**src/rtl/reaction_ctrl.sv**
```systemverilog
// reaction_ctrl: sequencer for the reaction-time tester.
// Arms on a start press, waits a pseudo-random number of ticks, lights the
// GO LED, then emits one count pulse per tick to the digit-counter chain
// until the user reacts or the most-significant digit carries out.
module reaction_ctrl #(
  parameter int unsigned CLK_FREQ   = 50_000_000,
  parameter int unsigned TICK_HZ    = 1000,
  parameter int unsigned DELAY_MIN  = 1000,
  parameter logic [15:0] DELAY_MASK = 16'h07FF
) (
  input  logic clk,
  input  logic rst_n,
  input  logic start_btn,
  input  logic react_btn,
  input  logic carry_in,
  output logic det_start,
  output logic trig,
  output logic flow,
  output logic led_go,
  output logic busy,
  output logic foul
);

  localparam int unsigned     DIV        = CLK_FREQ / TICK_HZ;
  localparam int unsigned     PW         = $clog2(DIV);
  localparam logic [PW-1:0]   PRESC_MAX  = PW'(DIV - 1);
  localparam logic [15:0]     LFSR_SEED  = 16'hACE1;
  // Right-shifting Galois form of x^16 + x^14 + x^13 + x^11 + 1.
  localparam logic [15:0]     LFSR_TAPS  = 16'hB400;

  typedef enum logic [2:0] {
    S_IDLE,
    S_ARM,
    S_WAIT,
    S_RUN,
    S_DONE,
    S_OVER,
    S_FOUL
  } state_t;

  state_t        state;
  state_t        next_state;
  logic [15:0]   lfsr;
  logic [PW-1:0] presc;
  logic [15:0]   wait_cnt;
  logic          tick;

  assign tick = (presc == PRESC_MAX);

  // Free-running LFSR; a non-zero seed on a maximal polynomial never reaches 0.
  // NOTE: every clocked block uses non-blocking (<=) so all registers sample
  // pre-edge values; blocking here would create simulation order races.
  always_ff @(posedge clk or negedge rst_n) begin
    if (!rst_n) begin
      lfsr <= LFSR_SEED;
    end else begin
      lfsr <= {1'b0, lfsr[15:1]} ^ (lfsr[0] ? LFSR_TAPS : 16'h0000);
    end
  end

  // Tick prescaler; restarted in ARM so the first wait tick is exactly DIV cycles later.
  always_ff @(posedge clk or negedge rst_n) begin
    if (!rst_n) begin
      presc <= '0;
    end else if (state == S_ARM || tick) begin
      presc <= '0;
    end else begin
      presc <= presc + 1'b1;
    end
  end

  // Random wait length, sampled from the LFSR in ARM and counted down in ticks.
  always_ff @(posedge clk or negedge rst_n) begin
    if (!rst_n) begin
      wait_cnt <= '0;
    end else if (state == S_ARM) begin
      wait_cnt <= 16'(DELAY_MIN) + (lfsr & DELAY_MASK);
    end else if (state == S_WAIT && tick && wait_cnt != 16'd0) begin
      wait_cnt <= wait_cnt - 16'd1;
    end
  end

  // State register.
  always_ff @(posedge clk or negedge rst_n) begin
    if (!rst_n) begin
      state <= S_IDLE;
    end else begin
      state <= next_state;
    end
  end

  // Next-state logic; carry_in outranks react_btn in RUN.
  // NOTE: next_state gets a default before the case so no path leaves it
  // unassigned, which would otherwise infer a latch.
  always_comb begin
    next_state = state;
    case (state)
      S_IDLE: if (start_btn) next_state = S_ARM;
      S_ARM:  next_state = S_WAIT;
      S_WAIT: begin
        if (react_btn)                          next_state = S_FOUL;
        else if (tick && wait_cnt == 16'd1)     next_state = S_RUN;
      end
      S_RUN: begin
        if (carry_in)       next_state = S_OVER;
        else if (react_btn) next_state = S_DONE;
      end
      S_DONE, S_OVER, S_FOUL: if (start_btn) next_state = S_ARM;
      default: next_state = S_IDLE;
    endcase
  end

  // Registered outputs decoded from the upcoming state, so each output
  // lines up with the cycle the FSM sits in that state.
  always_ff @(posedge clk or negedge rst_n) begin
    if (!rst_n) begin
      det_start <= 1'b0;
      trig      <= 1'b0;
      flow      <= 1'b0;
      led_go    <= 1'b0;
      busy      <= 1'b0;
      foul      <= 1'b0;
    end else begin
      det_start <= (next_state == S_ARM);
      // A tick that coincides with an exit is a partial tick and is not counted.
      trig      <= (state == S_RUN) && tick && (next_state == S_RUN);
      flow      <= (next_state == S_OVER || next_state == S_FOUL) && (next_state != state);
      led_go    <= (next_state == S_RUN);
      busy      <= (next_state == S_ARM || next_state == S_WAIT || next_state == S_RUN);
      foul      <= (next_state == S_FOUL);
    end
  end

endmodule
```
**config.mk**
```make
export PLATFORM = sky130hd
export DESIGN_NAME = reaction_ctrl
export DESIGN_NICKNAME = d
export VERILOG_FILES = /design/src/rtl/reaction_ctrl.sv
export SDC_FILE = /design/constraint.sdc
export NUM_CORES = 1
export LEC_CHECK = 0
export BUFFER_PORTS_ARGS = -buffer_cell sky130_fd_sc_hd__buf_2
export CAP_MARGIN = 20
export CORE_ASPECT_RATIO = 0.75
export CORE_MARGIN = 2
export CORE_UTILIZATION = 65
export CTS_BUF_LIST = sky130_fd_sc_hd__clkbuf_4 sky130_fd_sc_hd__clkbuf_8 sky130_fd_sc_hd__clkbuf_16
export CTS_CLUSTER_SIZE = 8
export DETAILED_ROUTE_END_ITERATION = 8
export PLACE_DENSITY = 0.95
export SLEW_MARGIN = 10
export SYNTH_ARGS = -nofsm -noshare
export SYNTH_HDL_FRONTEND = slang
export SYNTH_SLANG_ARGS = --single-unit
```
**constraint.sdc**
```tcl
create_clock -name clk -period 2.74 [get_ports clk]
set_input_delay 0.548 -clock clk [delete_from_list [all_inputs] [get_ports clk]]
set_output_delay 0.548 -clock clk [all_outputs]
set_load 0.05 [all_outputs]
```
==> run_summary.xml, run 1 <==
<?xml version="1.0" encoding="UTF-8"?>
<metrics>
  <group name="drt">
    <metric name="drc" unit="">0</metric>
    <metric name="num_vias" unit="">2262</metric>
    <metric name="drt_pre_antenna_iters" unit="">5</metric>
    <metric name="wl" unit="microns">6080</metric>
    <metric name="detail_route.wl_per_cell" unit="microns">17.7</metric>
    <metric name="route.antenna.remaining_nets" unit="">0</metric>
    <metric name="vias_per_cell" unit="">6.58</metric>
    <metric name="drt-initial-drc-count" unit="">258</metric>
  </group>
  <group name="power_and_ir_drop">
    <metric name="pwr_density_cell" unit="mW/mm^2">957</metric>
    <metric name="total_leakage_power" unit="nW">1.38</metric>
    <metric name="peakVddDrop" unit="V">0.000815</metric>
  </group>
  <group name="grt">
    <metric name="grt_overflow_total" unit="">0</metric>
    <metric name="grt_start_max_net_pins" unit="">58</metric>
    <metric name="grt_util_all_layers" unit="">0.284</metric>
    <metric name="wire_length_of_the_first_global_routing_pass" unit="microns">10300</metric>
    <metric name="number_of_antenna_violations_at_the_first_check_in_global_routing" unit="">0</metric>
    <metric name="number_of_global_route_vias_before_repair" unit="">2124</metric>
  </group>
  <group name="timing">
    <metric name="slew_violations" unit="">0</metric>
    <metric name="final_period_minus_worst_setup_slack" unit="ns">2.18</metric>
    <metric name="max_freq" unit="MHz">458</metric>
    <metric name="finClkSkew" unit="ns">0.0101</metric>
    <metric name="tns" unit="ns">0</metric>
    <metric name="max_slew_margin" unit="">0.508</metric>
    <metric name="max_slew.worst_pin.slew" unit="ns">0.731</metric>
    <metric name="ratio_of_final_minimum_period_to_clock_period" unit="">0.797</metric>
    <metric name="timing.final.setup_violations" unit="">0</metric>
    <metric name="grt_setup_unrepaired" unit="">false</metric>
    <metric name="timing.final.hold_violations" unit="">0</metric>
  </group>
  <group name="placed_design">
    <metric name="gp_routability_congestion" unit="">0.982</metric>
    <metric name="post-place-cells" unit="">328</metric>
    <metric name="place_hpwl" unit="microns">4050</metric>
    <metric name="portBuffers" unit="">10</metric>
    <metric name="post_dp_cell_area" unit="sq mm">0.00294</metric>
  </group>
  <group name="run">
    <metric name="drv.max_cap_violation_count" unit="">0</metric>
  </group>
  <group name="yosys">
    <metric name="ys_types" unit="">53</metric>
    <metric name="syn-num-nets" unit="">279</metric>
    <metric name="cell_count_after_synthesis" unit="">269</metric>
    <metric name="ys_seq_area_frac" unit="">0.506</metric>
    <metric name="syn-mean-instance-area" unit="sq um">10.6</metric>
    <metric name="ys_dominant_reg_cell" unit="">sky130_fd_sc_hd__dfrtp_1</metric>
    <metric name="synthArstFlopShare" unit="">1.00</metric>
    <metric name="number_of_synthesized_flops_with_an_enable_pin" unit="">0</metric>
    <metric name="yosys_warnings" unit="">0</metric>
    <metric name="synth.area.top_cells" unit="">sky130_fd_sc_hd__dfrtp_1 (43%), sky130_fd_sc_hd__dfstp_2 (7.4%), sky130_fd_sc_hd__xor2_1 (4.3%), sky130_fd_sc_hd__nor2_1 (4.2%), sky130_fd_sc_hd__nand3_1 (3.0%)</metric>
    <metric name="synth_seq_cells" unit="">57</metric>
    <metric name="synth_largest_area_cell" unit="">sky130_fd_sc_hd__dfrtp_1</metric>
    <metric name="yosysTopAreaCellShare" unit="">0.432</metric>
    <metric name="cell_area_after_synthesis" unit="sq mm">0.00284</metric>
  </group>
  <group name="setup_path">
    <metric name="worstPathRequired" unit="ns">2.99</metric>
    <metric name="r2r-start" unit="">wait_cnt[0]</metric>
    <metric name="worstSetupEndpointType" unit="">flip-flop</metric>
    <metric name="worst_r2r_path_depth" unit="">7</metric>
    <metric name="critical_path.top_delay_family" unit="">simple AND/OR/NAND/NOR gates</metric>
    <metric name="worst_path_largest_cell_delay" unit="ns">0.49</metric>
    <metric name="reg2reg_slack" unit="ns">0.56</metric>
    <metric name="crit_path_cell_trace" unit="">inv_1, ha_1, nor3b_1, and4_1, or2_1, or4_1, a21oi_1</metric>
    <metric name="timing.critical_path.arrival" unit="ns">2.44</metric>
    <metric name="timing.critical_path.fanout_max" unit="">6</metric>
    <metric name="critPathLaunchType" unit="">flip-flop</metric>
    <metric name="worstSetupPathType" unit="">flip-flop to flip-flop</metric>
    <metric name="critical_path_buf_inv_count" unit="">1</metric>
    <metric name="rr_endpoint" unit="">wait_cnt[14]</metric>
    <metric name="critPathSlowestCell" unit="">sky130_fd_sc_hd__or4_1</metric>
  </group>
  <group name="cells_and_area">
    <metric name="final_design_area_no_fill" unit="sq mm">0.00317</metric>
    <metric name="layout.cells.most_common" unit="">sky130_fd_sc_hd__dfrtp_1</metric>
    <metric name="post_layout_nonfiller_instances" unit="">344</metric>
    <metric name="diodes" unit="">0</metric>
    <metric name="layout-drive-gt1-share" unit="">0.190</metric>
    <metric name="postLayoutCoreUtil" unit="">0.767</metric>
    <metric name="nNetsFinal" unit="">294</metric>
    <metric name="areaGrowthSynthToFinish" unit="%">11.5</metric>
    <metric name="layout.cells.most_common_list" unit="">sky130_fd_sc_hd__dfrtp_1 (49), sky130_fd_sc_hd__nor2_1 (32), sky130_fd_sc_hd__nand3_1 (17)</metric>
  </group>
  <group name="cts">
    <metric name="clk_latency" unit="ns">0.34</metric>
    <metric name="cts.repair.resized" unit="">0</metric>
    <metric name="clock_buffers_created_by_tritoncts" unit="">9</metric>
    <metric name="clock-root-buffer" unit="">sky130_fd_sc_hd__clkbuf_8</metric>
    <metric name="clk_transition_reported_paths" unit="ns">0.07</metric>
    <metric name="number_of_buffers_on_the_longest_clock_path" unit="">2</metric>
    <metric name="cts_htree_levels" unit="">3</metric>
    <metric name="hold_buffers" unit="">0</metric>
    <metric name="cts_sinks" unit="">57</metric>
    <metric name="tritoncts" unit="">built</metric>
    <metric name="post-cts-setup-buffer-count" unit="">0</metric>
  </group>
  <group name="floorplan">
    <metric name="initial_utilization" unit="">0.688</metric>
    <metric name="fp.dieH" unit="microns">61.2</metric>
    <metric name="die_width" unit="microns">80.3</metric>
    <metric name="design.die.area" unit="sq mm">0.00492</metric>
    <metric name="pin_count" unit="">11</metric>
    <metric name="core_region_area" unit="sq mm">0.00413</metric>
    <metric name="placement_rows" unit="">20</metric>
  </group>
  <group name="worst_hold_path">
    <metric name="worst_hold_path_type" unit="">input port to asynchronous set/reset pin</metric>
  </group>
  <group name="status">
    <metric name="status" unit="">complete, no violations</metric>
  </group>
</metrics>
[final cells by class]
type	instances	area, sq um
Sequential cell	57	1440
Tap cell	55	68.8
Timing Repair Buffer	12	65.1
Inverter	6	22.5
Multi-Input combinational cell	198	1350
Clock inverter	5	78.8
Fill cell	260	962
Clock buffer	11	145
[synthesized netlist by cell type, types with 3 or more instances]
| master | number |
|---|---|
| sky130_fd_sc_hd__xnor2_1 | 9 |
| sky130_fd_sc_hd__nand3_1 | 17 |
| sky130_fd_sc_hd__nand2_1 | 11 |
| sky130_fd_sc_hd__nand4_1 | 3 |
| sky130_fd_sc_hd__or2_2 | 3 |
| sky130_fd_sc_hd__clkbuf_1 | 8 |
| sky130_fd_sc_hd__or3_1 | 5 |
| sky130_fd_sc_hd__a211oi_1 | 3 |
| sky130_fd_sc_hd__and3_1 | 4 |
| sky130_fd_sc_hd__and3_2 | 3 |
| sky130_fd_sc_hd__o311ai_0 | 5 |
| sky130_fd_sc_hd__xor2_1 | 14 |
| sky130_fd_sc_hd__dfstp_2 | 8 |
| sky130_fd_sc_hd__a31oi_1 | 3 |
| sky130_fd_sc_hd__o211ai_1 | 5 |
| sky130_fd_sc_hd__nor2_1 | 32 |
| sky130_fd_sc_hd__a21oi_1 | 10 |
| sky130_fd_sc_hd__ha_1 | 5 |
| sky130_fd_sc_hd__nor3_1 | 7 |
| sky130_fd_sc_hd__nor2b_1 | 4 |
| sky130_fd_sc_hd__nand2b_1 | 5 |
| sky130_fd_sc_hd__nor4_1 | 4 |
| sky130_fd_sc_hd__o21ai_0 | 8 |
| sky130_fd_sc_hd__dfrtp_1 | 49 |
| sky130_fd_sc_hd__or4_1 | 7 |
| sky130_fd_sc_hd__inv_1 | 6 |
[where the power goes]
group / switching, mW / internal, mW
logic: 0.604 / 0.347
clock network: 0.332 / 0.545
registers: 0.200 / 1.00
total: 1.14 / 1.89
[sequential cells by signal, indices dropped and copies added, names as in the netlist]
signal     count
lfsr          16
wait_cnt      16
trig           1
busy           1
foul           1
presc         16
flow           1
led_go         1
det_start      1
state          3
[how the worst max path moves through the flow]
stage	from	endpoint	slack (ns)	depth (start not counted)
after floorplan	wait_cnt[0]	wait_cnt[14]	0.86	7
after global placement	presc[5]	wait_cnt[3]	0.79	5
after detailed placement	wait_cnt[0]	wait_cnt[14]	0.64	7
after CTS	wait_cnt[0]	wait_cnt[14]	0.57	7
after global routing	wait_cnt[0]	wait_cnt[14]	0.44	7
final	wait_cnt[0]	wait_cnt[14]	0.56	7
[worst reg2reg max path, stage by stage, from the launching register on]
cell	delay [ns]
sky130_fd_sc_hd__dfrtp_1	0.47
sky130_fd_sc_hd__inv_1	0.11
sky130_fd_sc_hd__ha_1	0.23
sky130_fd_sc_hd__nor3b_1	0.14
sky130_fd_sc_hd__and4_1	0.23
sky130_fd_sc_hd__or2_1	0.26
sky130_fd_sc_hd__or4_1	0.49
sky130_fd_sc_hd__a21oi_1	0.16
[per-stage QoR]
| step | worst slack (ns) | hold slack [ns] | total power [mW] |
|---|---|---|---|
| after detailed placement | 0.642 | 0.344 | 2.13 |
| after global routing | 0.440 | 0.373 | 3.22 |
| after floorplan | 0.863 | 0.252 | 1.89 |
| after global placement | 0.795 | 0.337 | 2.08 |
| after CTS | 0.572 | 0.347 | 3.03 |
| final | 0.556 | 0.327 | 3.03 |
[cell families after synthesis]
group | after synthesis | synth area share
simple gates | 122 | 0.256
buf+inv | 14 | 0.0185
xor+xnor | 23 | 0.0710
fa+ha+maj | 5 | 0.0220
flops | 57 | 0.506
mux | 1 | 0.00353
compound gates | 47 | 0.123
[per-layer routing]
| metal | vias to the layer above | track usage | part of all wire |
|---|---|---|---|
| li1 | 1023 | - | - |
| met1 | 1095 | 0.398 | 0.44 |
| met2 | 136 | 0.410 | 0.45 |
| met3 | 8 | 0.114 | 0.097 |
| met4 | 0 | 0.0920 | 0.0089 |
| met5 | - | 0 | 0 |
Power figures use the tool's default switching activity.
==> inputs of run 2 (changes only) <==
--- a/config.mk
+++ b/config.mk
@@ -9,11 +9,11 @@
 export CAP_MARGIN = 20
 export CORE_ASPECT_RATIO = 0.75
 export CORE_MARGIN = 2
-export CORE_UTILIZATION = 65
+export CORE_UTILIZATION = 55
 export CTS_BUF_LIST = sky130_fd_sc_hd__clkbuf_4 sky130_fd_sc_hd__clkbuf_8 sky130_fd_sc_hd__clkbuf_16
 export CTS_CLUSTER_SIZE = 8
 export DETAILED_ROUTE_END_ITERATION = 8
-export PLACE_DENSITY = 0.95
+export PLACE_DENSITY = 0.87
 export SLEW_MARGIN = 10
 export SYNTH_ARGS = -nofsm -noshare
 export SYNTH_HDL_FRONTEND = slang
==> constraint.sdc (replaced) <==
create_clock -name clk -period 1.9 [get_ports clk]
set_input_delay 0.38 -clock clk [delete_from_list [all_inputs] [get_ports clk]]
set_output_delay 0.38 -clock clk [all_outputs]
set_load 0.05 [all_outputs]
==> run 2 against run 1 <==
Net effect: the flow now finishes with violations (negative setup slack); largest power group is now combinational logic; die area grew 17%; cell area up 16%; wire length up 26%; global-route usage down 2.1 points; combinational power grew 110%; core utilization decreased by 1.9 points; fmax up 9.3%; clock skew grew 0.0014 ns.
==> run_summary.xml, run 2 (synthesis gave the netlist of run 1 again) <==
<?xml version="1.0" encoding="UTF-8"?>
<metrics>
  <group name="status">
    <metric name="status" unit="">finished with violations</metric>
    <metric name="failing_checks" unit="">negative setup slack</metric>
  </group>
  <group name="drt">
    <metric name="drt_pre_antenna_iters" unit="">5</metric>
    <metric name="drc" unit="">0</metric>
    <metric name="drt-initial-drc-count" unit="">398</metric>
    <metric name="route.antenna.remaining_nets" unit="">0</metric>
    <metric name="wl" unit="microns">7680</metric>
    <metric name="vias_per_cell" unit="">6.38</metric>
    <metric name="num_vias" unit="">2533</metric>
    <metric name="detail_route.wl_per_cell" unit="microns">19.3</metric>
  </group>
  <group name="placed_design">
    <metric name="post-place-cells" unit="">365</metric>
    <metric name="gp_routability_congestion" unit="">0.911</metric>
    <metric name="portBuffers" unit="">10</metric>
    <metric name="preCtsSetupSlack" unit="ns">-0.0542</metric>
    <metric name="place_hpwl" unit="microns">4510</metric>
    <metric name="post_dp_cell_area" unit="sq mm">0.00320</metric>
  </group>
  <group name="worst_hold_path">
    <metric name="worst_hold_path_type" unit="">input port to asynchronous set/reset pin</metric>
  </group>
  <group name="setup_path">
    <metric name="timing.critical_path.arrival" unit="ns">2.27</metric>
    <metric name="critPathLaunchType" unit="">flip-flop</metric>
    <metric name="worstSetupEndpointType" unit="">flip-flop</metric>
    <metric name="worstPathRequired" unit="ns">2.17</metric>
    <metric name="worstSetupPathType" unit="">flip-flop to flip-flop</metric>
    <metric name="timing.critical_path.fanout_max" unit="">3</metric>
  </group>
  <group name="cells_and_area">
    <metric name="final-seq-area" unit="sq mm">0.00144</metric>
    <metric name="areaGrowthSynthToFinish" unit="%">29.8</metric>
    <metric name="multi_input_comb_area" unit="sq mm">0.00149</metric>
    <metric name="final_design_area_no_fill" unit="sq mm">0.00369</metric>
    <metric name="layout.cells.most_common_list" unit="">sky130_fd_sc_hd__dfrtp_1 (49), sky130_fd_sc_hd__buf_4 (45), sky130_fd_sc_hd__nor2_1 (31)</metric>
    <metric name="post_layout_nonfiller_instances" unit="">397</metric>
    <metric name="layout.cells.most_common" unit="">sky130_fd_sc_hd__dfrtp_1</metric>
    <metric name="largestRegisters" unit="">lfsr x16, presc x16, wait_cnt x16</metric>
    <metric name="fill_cells" unit="">280</metric>
    <metric name="layout-drive-gt1-share" unit="">0.368</metric>
    <metric name="diodes" unit="">0</metric>
    <metric name="nNetsFinal" unit="">342</metric>
  </group>
  <group name="cts">
    <metric name="number_of_buffers_on_the_longest_clock_path" unit="">2</metric>
    <metric name="hold_buffers" unit="">0</metric>
    <metric name="cts_sinks" unit="">57</metric>
    <metric name="clock_buffers_created_by_tritoncts" unit="">9</metric>
    <metric name="cts_htree_levels" unit="">3</metric>
    <metric name="tritoncts" unit="">built</metric>
    <metric name="clk_latency" unit="ns">0.34</metric>
    <metric name="clock-root-buffer" unit="">sky130_fd_sc_hd__clkbuf_8</metric>
    <metric name="clk_transition_reported_paths" unit="ns">0.07</metric>
  </group>
  <group name="timing">
    <metric name="timing.final.setup_violations" unit="">11</metric>
    <metric name="grt_setup_unrepaired" unit="">true</metric>
    <metric name="finClkSkew" unit="ns">0.0116</metric>
    <metric name="tns" unit="ns">-0.688</metric>
    <metric name="timing.final.hold_violations" unit="">0</metric>
    <metric name="max_slew_margin" unit="">0.671</metric>
    <metric name="slew_violations" unit="">0</metric>
    <metric name="ratio_of_final_minimum_period_to_clock_period" unit="">1.05</metric>
    <metric name="setup_slack" unit="ns">-0.0981</metric>
    <metric name="max_freq" unit="MHz">500</metric>
    <metric name="max_slew.worst_pin.slew" unit="ns">0.481</metric>
    <metric name="final_period_minus_worst_setup_slack" unit="ns">2.00</metric>
  </group>
  <group name="power_and_ir_drop">
    <metric name="switchingPower" unit="mW">1.91</metric>
    <metric name="netSwitchingFraction" unit="">0.390</metric>
    <metric name="p_clk_frac" unit="">0.254</metric>
    <metric name="internal_dissipation" unit="mW">2.98</metric>
    <metric name="finalPower" unit="mW">4.89</metric>
    <metric name="pwr_density_cell" unit="mW/mm^2">1330</metric>
    <metric name="comb_power_frac" unit="">0.409</metric>
    <metric name="total_leakage_power" unit="nW">1.68</metric>
    <metric name="peakVddDrop" unit="V">0.000607</metric>
    <metric name="pwr-share-seq" unit="">0.337</metric>
  </group>
  <group name="floorplan">
    <metric name="placement_rows" unit="">22</metric>
    <metric name="pin_count" unit="">11</metric>
    <metric name="design.die.area" unit="sq mm">0.00576</metric>
    <metric name="initial_utilization" unit="">0.576</metric>
    <metric name="die_width" unit="microns">87.0</metric>
    <metric name="core_region_area" unit="sq mm">0.00493</metric>
    <metric name="fp.dieH" unit="microns">66.2</metric>
  </group>
  <group name="grt">
    <metric name="number_of_global_route_vias_before_repair" unit="">2280</metric>
    <metric name="grt_overflow_total" unit="">0</metric>
    <metric name="wire_length_of_the_first_global_routing_pass" unit="microns">11400</metric>
    <metric name="grt_util_all_layers" unit="">0.264</metric>
    <metric name="grt_start_max_net_pins" unit="">58</metric>
    <metric name="number_of_antenna_violations_at_the_first_check_in_global_routing" unit="">0</metric>
  </group>
  <group name="run">
    <metric name="drv.max_cap_violation_count" unit="">0</metric>
  </group>
</metrics>
## run 2: power by group through the flow
stage / logic (mW) / clock network, mW / registers (mW)
floorplan: 0.945 / 0 / 1.78
global placement: 1.64 / 0 / 1.62
detailed placement: 1.70 / 0 / 1.63
CTS: 1.74 / 1.26 / 1.62
global route: 2.16 / 1.32 / 1.66
finish: 2.00 / 1.24 / 1.65
## run 2: path summary, 6_finish.rpt
path / start / end / slack [ns] / cells after the start
max: wait_cnt[0] / wait_cnt[14] / -0.1 / 7
min: rst_n / det_start / 0.01 / 2
max reg2reg: wait_cnt[0] / wait_cnt[14] / -0.1 / 7
min reg2reg: lfsr[12] / lfsr[11] / 0.36 / 0
max in group asynchronous: rst_n / lfsr[15] / 1.56 / 2
min in group clk: lfsr[12] / lfsr[11] / 0.36 / 0
## run 2: layout make-up
class                   count  area share
multi-input cells         198       0.403
flip-flops and latches     57       0.390
repair buffers             60       0.123
clock buffers              10      0.0356
clock inverters             6      0.0224
well taps                  60      0.0204
inverters                   6     0.00611
## run 2: worst max-delay path: stages (launching register included)
cell,delay (ns)
sky130_fd_sc_hd__dfrtp_1,0.37
sky130_fd_sc_hd__inv_1,0.08
sky130_fd_sc_hd__ha_1,0.22
sky130_fd_sc_hd__nor3b_1,0.14
sky130_fd_sc_hd__and4_1,0.22
sky130_fd_sc_hd__or2_1,0.24
sky130_fd_sc_hd__or4_1,0.51
sky130_fd_sc_hd__a21oi_2,0.14
## run 2: timing repair
item / 4_1_cts / 5_1_grt
resized for setup: 4 / 33
buffers inserted: 2 / 14
setup endpoints to repair: 10 / 21
endpoints found under the hold margin: 0 / 0
pin swaps: 4 / 18
## run 2: metrics by stage
stage,util,hold slack [ns]
floorplan,-,0.0844
global placement,0.650,0.338
detailed placement,0.650,0.341
CTS,0.701,0.0338
global route,0.748,0.0463
finish,0.748,0.0131
## run 2: routing by layer
| layer | vias to the layer above | share of wire | global-route usage | wire [microns] |
|---|---|---|---|---|
| li1 | 1118 | - | - | - |
| met1 | 1226 | 0.42 | 0.373 | 3260 |
| met2 | 152 | 0.47 | 0.392 | 3610 |
| met3 | 37 | 0.079 | 0.0886 | 604 |
| met4 | 0 | 0.027 | 0.0586 | 204 |
| met5 | - | 0 | 0 | 0 |
==> inputs of run 3 (changes only) <==
--- a/config.mk
+++ b/config.mk
@@ -9,11 +9,11 @@
 export CAP_MARGIN = 20
 export CORE_ASPECT_RATIO = 0.75
 export CORE_MARGIN = 2
-export CORE_UTILIZATION = 55
+export CORE_UTILIZATION = 31
 export CTS_BUF_LIST = sky130_fd_sc_hd__clkbuf_4 sky130_fd_sc_hd__clkbuf_8 sky130_fd_sc_hd__clkbuf_16
 export CTS_CLUSTER_SIZE = 8
 export DETAILED_ROUTE_END_ITERATION = 8
-export PLACE_DENSITY = 0.87
+export PLACE_DENSITY = 0.58
 export SLEW_MARGIN = 10
 export SYNTH_ARGS = -nofsm -noshare
 export SYNTH_HDL_FRONTEND = slang
==> constraint.sdc (replaced) <==
create_clock -name clk -period 2 [get_ports clk]
set_input_delay 0.4 -clock clk [delete_from_list [all_inputs] [get_ports clk]]
set_output_delay 0.4 -clock clk [all_outputs]
set_load 0.05 [all_outputs]
==> run 3 against run 2 <==
Net effect: register-to-register slack improved by 0.13 ns; wire length down 19%; hold slack improved by 0.044 ns; the flow now finishes without violations; highest routed layer unchanged; sequential power shrank 5%; clock power increased by 47%; combinational power down 21%; flip-flop and latch count unchanged; largest cell class is now flip-flops and latches.
==> run_summary.xml, run 3 (synthesis gave the netlist of run 1 again) <==
<?xml version="1.0" encoding="UTF-8"?>
<metrics>
  <group name="cells_and_area">
    <metric name="largestRegisters" unit="">lfsr x16, presc x16, wait_cnt x16</metric>
    <metric name="postLayoutCoreUtil" unit="">0.406</metric>
    <metric name="layout-drive-gt1-share" unit="">0.287</metric>
    <metric name="layout.cells.most_common_list" unit="">sky130_fd_sc_hd__dfrtp_1 (49), sky130_fd_sc_hd__nor2_1 (31), sky130_fd_sc_hd__buf_4 (29)</metric>
    <metric name="multi_input_comb_area" unit="sq mm">0.00139</metric>
    <metric name="final-seq-area" unit="sq mm">0.00144</metric>
    <metric name="final_design_area_no_fill" unit="sq mm">0.00364</metric>
    <metric name="areaGrowthSynthToFinish" unit="%">28.2</metric>
    <metric name="fill_cells" unit="">868</metric>
    <metric name="diodes" unit="">0</metric>
    <metric name="layout.cells.most_common" unit="">sky130_fd_sc_hd__dfrtp_1</metric>
    <metric name="nNetsFinal" unit="">322</metric>
    <metric name="post_layout_nonfiller_instances" unit="">429</metric>
  </group>
  <group name="setup_path">
    <metric name="worstSetupEndpointType" unit="">flip-flop</metric>
    <metric name="timing.critical_path.arrival" unit="ns">2.22</metric>
    <metric name="worstSetupPathType" unit="">flip-flop to flip-flop</metric>
    <metric name="worstPathRequired" unit="ns">2.25</metric>
    <metric name="timing.critical_path.fanout_max" unit="">6</metric>
    <metric name="critPathLaunchType" unit="">flip-flop</metric>
    <metric name="worst_r2r_path_depth" unit="">5</metric>
  </group>
  <group name="power_and_ir_drop">
    <metric name="total_leakage_power" unit="nW">1.61</metric>
    <metric name="comb_power_frac" unit="">0.320</metric>
    <metric name="switchingPower" unit="mW">1.65</metric>
    <metric name="pwr_density_cell" unit="mW/mm^2">1370</metric>
    <metric name="peakVddDrop" unit="V">0.000589</metric>
    <metric name="netSwitchingFraction" unit="">0.332</metric>
    <metric name="p_clk_frac" unit="">0.367</metric>
    <metric name="finalPower" unit="mW">4.97</metric>
    <metric name="internal_dissipation" unit="mW">3.32</metric>
    <metric name="pwr-share-seq" unit="">0.314</metric>
  </group>
  <group name="timing">
    <metric name="hold_ws" unit="ns">0.0576</metric>
    <metric name="max_slew_margin" unit="">0.552</metric>
    <metric name="finClkSkew" unit="ns">0.00724</metric>
    <metric name="ratio_of_final_minimum_period_to_clock_period" unit="">0.986</metric>
    <metric name="max_slew.worst_pin.slew" unit="ns">0.664</metric>
    <metric name="slew_violations" unit="">0</metric>
    <metric name="max_freq" unit="MHz">507</metric>
    <metric name="tns" unit="ns">0</metric>
    <metric name="grt_setup_unrepaired" unit="">true</metric>
    <metric name="timing.final.hold_violations" unit="">0</metric>
    <metric name="final_period_minus_worst_setup_slack" unit="ns">1.97</metric>
    <metric name="timing.final.setup_violations" unit="">0</metric>
    <metric name="setup_slack" unit="ns">0.0274</metric>
  </group>
  <group name="grt">
    <metric name="grt_util_all_layers" unit="">0.139</metric>
    <metric name="number_of_antenna_violations_at_the_first_check_in_global_routing" unit="">0</metric>
    <metric name="number_of_global_route_vias_before_repair" unit="">2145</metric>
    <metric name="grt_start_max_net_pins" unit="">58</metric>
    <metric name="wire_length_of_the_first_global_routing_pass" unit="microns">10700</metric>
    <metric name="grt_overflow_total" unit="">0</metric>
  </group>
  <group name="placed_design">
    <metric name="post-place-cells" unit="">405</metric>
    <metric name="gp_routability_congestion" unit="">0.926</metric>
    <metric name="portBuffers" unit="">10</metric>
    <metric name="post_dp_cell_area" unit="sq mm">0.00318</metric>
    <metric name="place_hpwl" unit="microns">4180</metric>
    <metric name="preCtsSetupSlack" unit="ns">-0.0357</metric>
  </group>
  <group name="cts">
    <metric name="clock-root-buffer" unit="">sky130_fd_sc_hd__clkbuf_16</metric>
    <metric name="tritoncts" unit="">built</metric>
    <metric name="number_of_buffers_on_the_longest_clock_path" unit="">2</metric>
    <metric name="cts_sinks" unit="">57</metric>
    <metric name="clk_latency" unit="ns">0.33</metric>
    <metric name="hold_buffers" unit="">0</metric>
    <metric name="cts_htree_levels" unit="">3</metric>
    <metric name="clk_transition_reported_paths" unit="ns">0.05</metric>
    <metric name="clock_buffers_created_by_tritoncts" unit="">9</metric>
  </group>
  <group name="floorplan">
    <metric name="placement_rows" unit="">30</metric>
    <metric name="die_width" unit="microns">115</metric>
    <metric name="design.die.area" unit="sq mm">0.00995</metric>
    <metric name="initial_utilization" unit="">0.316</metric>
    <metric name="core_region_area" unit="sq mm">0.00897</metric>
    <metric name="fp.dieH" unit="microns">86.9</metric>
    <metric name="pin_count" unit="">11</metric>
  </group>
  <group name="drt">
    <metric name="wl" unit="microns">6180</metric>
    <metric name="drt-initial-drc-count" unit="">205</metric>
    <metric name="route.antenna.remaining_nets" unit="">0</metric>
    <metric name="num_vias" unit="">2194</metric>
    <metric name="drt_pre_antenna_iters" unit="">4</metric>
    <metric name="detail_route.wl_per_cell" unit="microns">14.4</metric>
    <metric name="vias_per_cell" unit="">5.11</metric>
    <metric name="drc" unit="">0</metric>
  </group>
  <group name="status">
    <metric name="status" unit="">complete, no violations</metric>
  </group>
  <group name="worst_hold_path">
    <metric name="worst_hold_path_type" unit="">input port to asynchronous set/reset pin</metric>
  </group>
  <group name="run">
    <metric name="drv.max_cap_violation_count" unit="">0</metric>
  </group>
</metrics>
==> run 3: cell types whose count changed in the layout (fill, tap and decap cells not counted), sizes merged <==
cell      change
buf          -20
bufinv        +1
clkbuf        +2
clkinv        -2
clkinvlp      -1
==> run 3: final cells by class <==
cell class                      instances  share of cell area
Sequential cell                        57               0.395
Clock inverter                          4              0.0272
Clock buffer                           12              0.0715
Inverter                                6             0.00619
Timing Repair Buffer                   40              0.0791
Tap cell                              112              0.0385
Multi-Input combinational cell        198               0.383
==> run 3: what timing repair did <==
| action | in CTS | in global routing |
|---|---|---|
| resized for setup | 0 | 12 |
| endpoints found under the setup margin | 1 | 16 |
| pin swaps | 1 | 11 |
| setup buffers | 1 | 7 |
==> run 3: worst max-delay path: stages, from the launching register on <==
cell and delay, ns:
sky130_fd_sc_hd__dfrtp_1 0.41, sky130_fd_sc_hd__nor4b_4 0.37, sky130_fd_sc_hd__and4_4 0.32, sky130_fd_sc_hd__nand3_1 0.20, sky130_fd_sc_hd__or4_1 0.45, sky130_fd_sc_hd__a21oi_1 0.15
==> run 3: path summary, 6_finish.rpt <==
check,start,slack [ns],to
worst min-delay path,rst_n,0.06,led_go
worst max register to register,presc[7],0.03,wait_cnt[15]
min in group clk,lfsr[12],0.36,lfsr[11]
worst min register to register,lfsr[12],0.36,lfsr[11]
max in group asynchronous,rst_n,1.61,lfsr[15]
worst max-delay path,presc[7],0.03,wait_cnt[15]
==> run 3: power groups by stage <==
stage	registers, mW	clock network, mW	logic (mW)
after floorplan	1.69	0	0.898
after global placement	1.56	0	1.54
after detailed placement	1.56	0	1.54
after CTS	1.55	1.87	1.55
after global routing	1.58	1.92	1.76
final	1.56	1.82	1.59
==> run 3: routing by layer <==
metal  share of wire  track usage  wire length, microns  vias to the layer above
met4           0.021       0.0621                   128                        0
met1            0.53        0.202                  3290                     1049
met5               0            0                     0                        -
met3           0.042       0.0397                   257                       15
li1                -            -                     -                     1083
met2            0.41        0.192                  2510                       47
